### src/rtl/debounce_scan_core.sv
// W-channel input debouncer: one shared integration engine is swept across the
// channels (one per clock) each time the programmable sample divider ticks.
module debounce_scan_core #(
    parameter int              W       = 8,
    parameter int              CW      = 20,
    parameter logic [CW-1:0]   DIV_RST = 20'd999_999,
    parameter int              THR     = 4
) (
    input  logic          i_clk,
    input  logic          i_rst_n,
    input  logic          i_cs,
    input  logic          i_read,
    input  logic          i_write,
    input  logic [4:0]    i_addr,
    input  logic [31:0]   i_wr_data,
    output logic [31:0]   o_rd_data,
    input  logic [W-1:0]  i_din,
    output logic          o_irq
);
    localparam int CNT_W = $clog2(THR);
    localparam int IW    = (W > 1) ? $clog2(W) : 1;

    typedef enum logic {S_IDLE, S_SCAN} state_t;

    logic [W-1:0]  r_sync1, r_sync2;
    logic [W-1:0]  r_db, r_rise, r_fall, r_mask;
    logic [CW-1:0] r_divisor, r_div_cnt;
    logic          r_irq;
    state_t        r_state, w_state_next;
    logic [IW-1:0] r_idx, w_idx_next;

    logic          w_wr, w_wr_rise, w_wr_fall, w_wr_div, w_wr_mask;
    logic [CW-1:0] w_div_eff;
    logic          w_tick, w_scan;
    logic [W-1:0]  w_flip, w_rise_clr, w_fall_clr;
    logic          w_unused;

    assign w_wr      = i_cs & i_write;
    assign w_wr_rise = w_wr && (i_addr == 5'd2);
    assign w_wr_fall = w_wr && (i_addr == 5'd3);
    assign w_wr_div  = w_wr && (i_addr == 5'd4);
    assign w_wr_mask = w_wr && (i_addr == 5'd5);
    assign w_unused  = &{1'b0, i_read, i_wr_data};

    // Clamping the period to at least W keeps a new tick out of a running scan.
    assign w_div_eff = (r_divisor < CW'(W)) ? CW'(W) : r_divisor;
    assign w_tick    = (r_div_cnt >= w_div_eff);

    always_ff @(posedge i_clk or negedge i_rst_n) begin
        if (!i_rst_n) begin
            r_sync1 <= '0;
            r_sync2 <= '0;
        end else begin
            r_sync1 <= i_din;
            r_sync2 <= r_sync1;
        end
    end

    always_ff @(posedge i_clk or negedge i_rst_n) begin
        if (!i_rst_n) begin
            r_divisor <= DIV_RST;
            r_div_cnt <= '0;
        end else if (w_wr_div) begin
            r_divisor <= i_wr_data[CW-1:0];
            r_div_cnt <= '0;
        end else if (w_tick) begin
            r_div_cnt <= '0;
        end else begin
            r_div_cnt <= r_div_cnt + CW'(1);
        end
    end

    always_ff @(posedge i_clk or negedge i_rst_n) begin
        if (!i_rst_n) begin
            r_state <= S_IDLE;
            r_idx   <= '0;
        end else begin
            r_state <= w_state_next;
            r_idx   <= w_idx_next;
        end
    end

    always_comb begin
        w_state_next = r_state;
        w_idx_next   = r_idx;
        case (r_state)
            S_IDLE: begin
                if (w_tick) begin
                    w_state_next = S_SCAN;
                    w_idx_next   = '0;
                end
            end
            S_SCAN: begin
                if (r_idx == IW'(W - 1)) begin
                    w_state_next = S_IDLE;
                    w_idx_next   = '0;
                end else begin
                    w_idx_next = r_idx + IW'(1);
                end
            end
            default: w_state_next = S_IDLE;
        endcase
    end

    always_comb begin
        w_scan = (r_state == S_SCAN);
    end

    // Each channel keeps only its integration count; the comparison logic is
    // enabled for exactly one channel per scan clock.
    for (genvar gi = 0; gi < W; gi++) begin : g_ch
        logic [CNT_W-1:0] r_cnt;
        logic             w_sel, w_diff;

        assign w_sel       = w_scan && (r_idx == IW'(gi));
        assign w_diff      = r_sync2[gi] ^ r_db[gi];
        assign w_flip[gi]  = w_sel && w_diff && (r_cnt == CNT_W'(THR - 1));

        always_ff @(posedge i_clk or negedge i_rst_n) begin
            if (!i_rst_n) begin
                r_cnt <= '0;
            end else if (w_sel) begin
                if (!w_diff || w_flip[gi]) begin
                    r_cnt <= '0;
                end else begin
                    r_cnt <= r_cnt + CNT_W'(1);
                end
            end
        end
    end

    assign w_rise_clr = w_wr_rise ? i_wr_data[W-1:0] : '0;
    assign w_fall_clr = w_wr_fall ? i_wr_data[W-1:0] : '0;

    // New events are OR-ed in after the clear so a simultaneous set survives.
    always_ff @(posedge i_clk or negedge i_rst_n) begin
        if (!i_rst_n) begin
            r_db   <= '0;
            r_rise <= '0;
            r_fall <= '0;
            r_mask <= '0;
            r_irq  <= 1'b0;
        end else begin
            r_db   <= r_db ^ w_flip;
            r_rise <= (r_rise & ~w_rise_clr) | (w_flip & ~r_db);
            r_fall <= (r_fall & ~w_fall_clr) | (w_flip & r_db);
            r_irq  <= |((r_rise | r_fall) & r_mask);
            if (w_wr_mask) begin
                r_mask <= i_wr_data[W-1:0];
            end
        end
    end

    assign o_irq = r_irq;

    always_comb begin
        o_rd_data = '0;
        case (i_addr)
            5'd0:    o_rd_data[W-1:0]  = r_sync2;
            5'd1:    o_rd_data[W-1:0]  = r_db;
            5'd2:    o_rd_data[W-1:0]  = r_rise;
            5'd3:    o_rd_data[W-1:0]  = r_fall;
            5'd4:    o_rd_data[CW-1:0] = r_divisor;
            5'd5:    o_rd_data[W-1:0]  = r_mask;
            default: o_rd_data = '0;
        endcase
    end

endmodule

### config.mk
export PLATFORM = sky130hd
export DESIGN_NAME = debounce_scan_core
export DESIGN_NICKNAME = d
export VERILOG_FILES = /design/src/rtl/debounce_scan_core.sv
export SDC_FILE = /design/constraint.sdc
export NUM_CORES = 1
export LEC_CHECK = 0
export ABC_AREA = 1
export BUFFER_PORTS_ARGS = -buffer_cell sky130_fd_sc_hd__buf_2
export CORE_MARGIN = 5
export CORE_UTILIZATION = 60
export DETAILED_ROUTE_END_ITERATION = 12
export GPL_ROUTABILITY_DRIVEN = 0
export PLACE_DENSITY = 0.84
export SLEW_MARGIN = 20
export SYNTH_ARGS = -nofsm -noshare
export SYNTH_HDL_FRONTEND = slang
export SYNTH_SLANG_ARGS = --single-unit
### constraint.sdc
create_clock -name i_clk -period 4.05 [get_ports i_clk]
set_clock_uncertainty 0.15 [all_clocks]
set_input_delay 0.6075 -clock i_clk [delete_from_list [all_inputs] [get_ports i_clk]]
set_output_delay 0.6075 -clock i_clk [all_outputs]
set_load 0.01 [all_outputs]
Word-level counts from Yosys, hierarchy flattened --
Index checks and enable logic that the tools add are counted.
Storage, ports and cells: bits in registers 109, bits of input ports 50
Operators by class: add/sub/neg operators 10, magnitude comparators 2, equal/unequal tests 21, muxes and demuxes 21, bitwise operators 22, reductions and logical operators 47
Operators with widths (number):
- 2-to-1 mux 20 bit | 3
- one-hot mux 8 bit (6 select lines) | 1
- bitwise AND 8 bit | 5
- logical AND 1 bit | 28
- NOT 8 bit | 3
- OR 8 bit | 3
- adder 20 x 1 -> 20 bit, second input constant | 1
- >= comparator 20 bit | 1
- less-than comparator 20 x 4 -> 1 bit, second input constant | 1
- adder 2 x 1 -> 2 bit, second input constant | 8
- equality test 2 bit, second input constant | 8
- 2-to-1 mux 2 bit | 8
- 2-to-1 mux 8 bit | 2
- equality test 3 bit, second input constant | 4
- 2-to-1 mux 12 bit | 1
- equality test 5 x 2 -> 1 bit, second input constant | 2
- equality test 5 x 3 -> 1 bit, second input constant | 2
- zero test 1 bit | 8
- logical OR 1 bit | 8
- OR reduction 8 bit | 1
- bitwise XOR 1 bit | 8
- bitwise XOR 8 bit | 1
- equality test 3 x 2 -> 1 bit, second input constant | 2
- 2-to-1 mux 3 bit | 2
- 11 further kinds | 12

Longest topological paths before layout --
depth after elaboration 6, gate-level depth with buffers 19

Worst setup path before layout --
Ideal clock, no wire load.
path kind register to register, start point register r_divisor[13], end point register r_div_cnt[18], setup time 0.071 ns, arrival 2.119 ns, required time 3.829 ns, setup slack 1.709 ns, stages on the path, launching flop included 20, path buffers 1, clock period less this slack 2.341 ns, cells stage by stage dfrtp_1 inv_1 nand4_1 nor4_1 nand2_1 nand2_1 inv_1 ha_1 inv_1 nand2_1 nand2_1 nand2_1 nand2_1 nand2_1 nand2_1 nand2_1 nand2_1 nand3_1 buf_4 nor2_1
On the way: longest elaborated chain between the ends 5
RTL lines:
- from (decl) | line 27 | logic [CW-1:0] r_divisor, r_div_cnt;
- from (signal assigned) | line 64 | r_divisor <= i_wr_data[CW-1:0];
- less-than comparator 20 x 4 -> 1 bit | line 46 | assign w_div_eff = (r_divisor < CW'(W)) ? CW'(W) : r_divisor;
- 2-to-1 mux 20 bit (*) | line 46
- >= comparator 20 bit (*) | line 47 | assign w_tick = (r_div_cnt >= w_div_eff);
- 2-to-1 mux 20 bit (*) | line 66 | end else if (w_tick) begin
- 2-to-1 mux 20 bit (*) | line 63 | end else if (w_wr_div) begin
- to (signal assigned) | line 69 | r_div_cnt <= r_div_cnt + CW'(1);
- to (decl) | line 27
Every way passes the cells marked *; elsewhere a longest branch is shown, timed or not. A chain may end at the register's enable or synchronous reset.

Worst setup path after layout --
start point register r_divisor[14], end point register r_div_cnt[6]
Same word-level chain as after synthesis.

==> results.json <==
{
  "yosysTopAreaCellShare_pct": 40.9,
  "synthTopCellsByArea": "sky130_fd_sc_hd__dfrtp_1, sky130_fd_sc_hd__ha_1, sky130_fd_sc_hd__nand2_1, sky130_fd_sc_hd__inv_1, sky130_fd_sc_hd__nor2_1",
  "postSynth.asyncResetShare_pct": 100,
  "drv.max_cap_violation_count": 0,
  "io-pin-count": 83,
  "arr_time_crit_path_ps": 3550,
  "clk_latency_worst_skew_pair_ps": 390,
  "largest_fanout_on_the_critical_path": 20,
  "yosysUniqueCellTypes": 39,
  "rsz0062_at_grt": "no",
  "postCtsSetupBuffers": 0,
  "vias": 4623,
  "cts_inserted_buffers": 9,
  "drc": 0,
  "final_core_utilization_pct": 67.1,
  "num_antenna_cells": 0,
  "syn_inst": 696,
  "worstSetupEndpointType": "register",
  "std_cell_rows": 36,
  "avgViaCountPerCell": 5.17,
  "vdd_drop_max_uv": 329,
  "p_per_area_nw_per_um2": 373,
  "final_nets": 858,
  "post_dp_cell_area_um2": 6310,
  "layout.filler_cells": 786,
  "place.detailed.hpwl_mm": 9.59,
  "ctsResizeCount": 0,
  "synthDominantAreaCellType": "sky130_fd_sc_hd__dfrtp_1",
  "setup_ws_ps": 657,
  "grt_pass1_vias": 4476,
  "initial_antenna_violation_count": 0,
  "tot_gr_track_use_pct": 22.8,
  "layout_commonest_cell": "sky130_fd_sc_hd__nand2_1",
  "setup_violations": 0,
  "synth_edf_count": 0,
  "floorplan.die.height_um": 109,
  "hold_buffers": 0,
  "start_util_pct": 61.0,
  "stdcell_count": 895,
  "dpl_worst_slack_ps": 688,
  "synth_ff_type": "sky130_fd_sc_hd__dfrtp_1",
  "crit_path_start_kind": "register",
  "worst-endpoint-required_ps": 4200,
  "total_power_mw": 2.44,
  "min_period_over_period_pct": 83.8,
  "syn_to_final_growth_pct": 10.0,
  "worst_hold_path_type": "input port to asynchronous set/reset pin",
  "max_clock_freq_mhz": 295,
  "port-buffer-count": 57,
  "slew_violations": 0,
  "final.setup.tns_ps": 0,
  "grt_overflow_total": 0,
  "ys_seq_area_share_pct": 46.2,
  "final_routed_wire_length_divided_by_cell_count_um": 14.0,
  "drt_wl_total_mm": 12.5,
  "netlist_area_um2": 5940,
  "avgSynthCellArea_um2": 8.53,
  "cts_max_path_buffers": 2,
  "worst_pin_slew_ps": 806,
  "ys_warn_count": 0,
  "worst_setup_hold_path_clk_slew_ps": 110,
  "period_needed_ps": 3390,
  "grt_max_degree": 92,
  "drt_iter0_markers": 316,
  "core_area_um2": 9730,
  "layout.cells.most_common_list": "sky130_fd_sc_hd__nand2_1, sky130_fd_sc_hd__inv_1, sky130_fd_sc_hd__dfrtp_1",
  "antenna_violating_nets_post_route": 0,
  "total_leakage_power_nw": 3.47,
  "status": "finished clean",
  "dp.cells": 879,
  "cts_tree": "built",
  "finalHoldViolCount": 0,
  "cts_max_level": 3,
  "timing.slew.headroom_pct": 46.2,
  "post_route_cells_drive_above_1_share_pct": 14.2,
  "layout.cell_area.non_filler_um2": 6530,
  "synth_seq_cells": 109,
  "worst_hold_check_slack_ps": 109,
  "wire_length_of_the_first_global_routing_pass_mm": 21.1,
  "first_pass_iters": 7,
  "criticalPathCategory": "register to register",
  "clock_tree_root_buffer_cell": "sky130_fd_sc_hd__clkbuf_8",
  "cts_sink_cnt": 109,
  "die_area_um2": 12000,
  "die_w_um": 109
}
-- area by class of cell --
class / count / area (um^2) / share of cell area, %
clock buffers: 11 / 131 / 2.01
clock inverters: 5 / 88.8 / 1.36
inverters: 114 / 428 / 6.55
well taps: 133 / 166 / 2.55
flip-flops and latches: 109 / 2740 / 42.0
multi-input cells: 464 / 2670 / 40.8
repair buffers: 59 / 307 / 4.69
-- metal layers --
layer  global-route usage [%]  share of wire (%)  wire (um)  vias up
met1                     27.6                 41       5100     2183
met5                        0                  0          0        -
met2                     40.4                 53       6680      107
met4                     6.32                1.6        199        0
met3                     5.46                4.1        516       18
li1                         -                  -          -     2315
-- synth_stat cells (2+ instances only) --
| cell type | n |
|---|---|
| sky130_fd_sc_hd__o21bai_1 | 10 |
| sky130_fd_sc_hd__nor2_4 | 3 |
| sky130_fd_sc_hd__buf_4 | 14 |
| sky130_fd_sc_hd__dfstp_2 | 12 |
| sky130_fd_sc_hd__nor2_1 | 85 |
| sky130_fd_sc_hd__nor3_1 | 11 |
| sky130_fd_sc_hd__o2111ai_1 | 2 |
| sky130_fd_sc_hd__nand3_1 | 23 |
| sky130_fd_sc_hd__o21ai_0 | 41 |
| sky130_fd_sc_hd__ha_1 | 51 |
| sky130_fd_sc_hd__a21oi_1 | 22 |
| sky130_fd_sc_hd__nand4_1 | 18 |
| sky130_fd_sc_hd__nand2_1 | 129 |
| sky130_fd_sc_hd__buf_2 | 4 |
| sky130_fd_sc_hd__o221ai_1 | 2 |
| sky130_fd_sc_hd__nor2_2 | 3 |
| sky130_fd_sc_hd__xor2_1 | 16 |
| sky130_fd_sc_hd__o21ai_1 | 8 |
| sky130_fd_sc_hd__nand2_2 | 3 |
| sky130_fd_sc_hd__nand3_2 | 3 |
| sky130_fd_sc_hd__o22ai_1 | 7 |
| sky130_fd_sc_hd__xnor2_1 | 4 |
| sky130_fd_sc_hd__inv_2 | 6 |
| sky130_fd_sc_hd__inv_1 | 108 |
| sky130_fd_sc_hd__dfrtp_1 | 97 |
-- kinds of logic (layout without fill, tap and decap cells) --
kind of cell / Yosys count / count (layout) / share of synthesized area [%]
AND/OR/NAND/NOR: 285 / 285 / 21.3
buffers and inverters: 134 / 189 / 9.57
other: 1 / 12 / 0.0632
flip-flops: 109 / 109 / 46.2
AO/OA/AOI/OAI: 96 / 96 / 9.17
XOR/XNOR: 20 / 20 / 2.95
adder cells (fa/ha/maj): 51 / 51 / 10.7
-- flip-flops by register name, summed over array words and instances (netlist names), 3 cells and up --
name	flops
r_divisor	20
r_div_cnt	20
r_sync1	8
r_sync2	8
r_rise	8
r_mask	8
r_idx	3
r_db	8
g_ch.r_cnt	16
r_fall	8
-- power by group --
| part | internal (mW) | switching (mW) | total [mW] |
|---|---|---|---|
| combinational | 0.162 | 0.257 | 0.419 |
| clock | 0.358 | 0.379 | 0.737 |
| sequential | 1.20 | 0.0822 | 1.28 |
| total | 1.72 | 0.719 | 2.44 |
-- final timing paths --
check | start | slack (ps) | cells after the start | endpoint
setup / recovery | r_divisor[14]$_DFFE_PN1P_ | 660 | 18 | r_div_cnt[6]$_DFF_PN0_
hold / removal | i_rst_n | 110 | 1 | r_sync2[0]$_DFF_PN0_
setup reg to reg | r_divisor[14]$_DFFE_PN1P_ | 660 | 18 | r_div_cnt[6]$_DFF_PN0_
hold reg to reg | r_sync1[4]$_DFF_PN0_ | 210 | 0 | r_sync2[4]$_DFF_PN0_
max in group asynchronous | i_rst_n | 2770 | 2 | r_divisor[14]$_DFFE_PN1P_
min in group i_clk | i_din[0] | 160 | 1 | r_sync1[0]$_DFF_PN0_
-- worst max-delay path, cell delays in order (launching register included) --
cell and delay (ps):
sky130_fd_sc_hd__dfstp_2 370, sky130_fd_sc_hd__inv_1 120, sky130_fd_sc_hd__nand4_1 150, sky130_fd_sc_hd__nor4_1 470, sky130_fd_sc_hd__nand2_1 190, sky130_fd_sc_hd__nand2_1 100
sky130_fd_sc_hd__inv_1 40, sky130_fd_sc_hd__ha_1 260, sky130_fd_sc_hd__inv_1 50, sky130_fd_sc_hd__nand2_1 40, sky130_fd_sc_hd__nand2_1 50, sky130_fd_sc_hd__nand2_1 40
sky130_fd_sc_hd__nand2_1 50, sky130_fd_sc_hd__nand2_1 40, sky130_fd_sc_hd__nand2_1 50, sky130_fd_sc_hd__nand2_1 60, sky130_fd_sc_hd__nand2_1 180, sky130_fd_sc_hd__nand3_1 590
sky130_fd_sc_hd__nor2_1 300
Note: power is estimated with default switching activity, not from simulation.
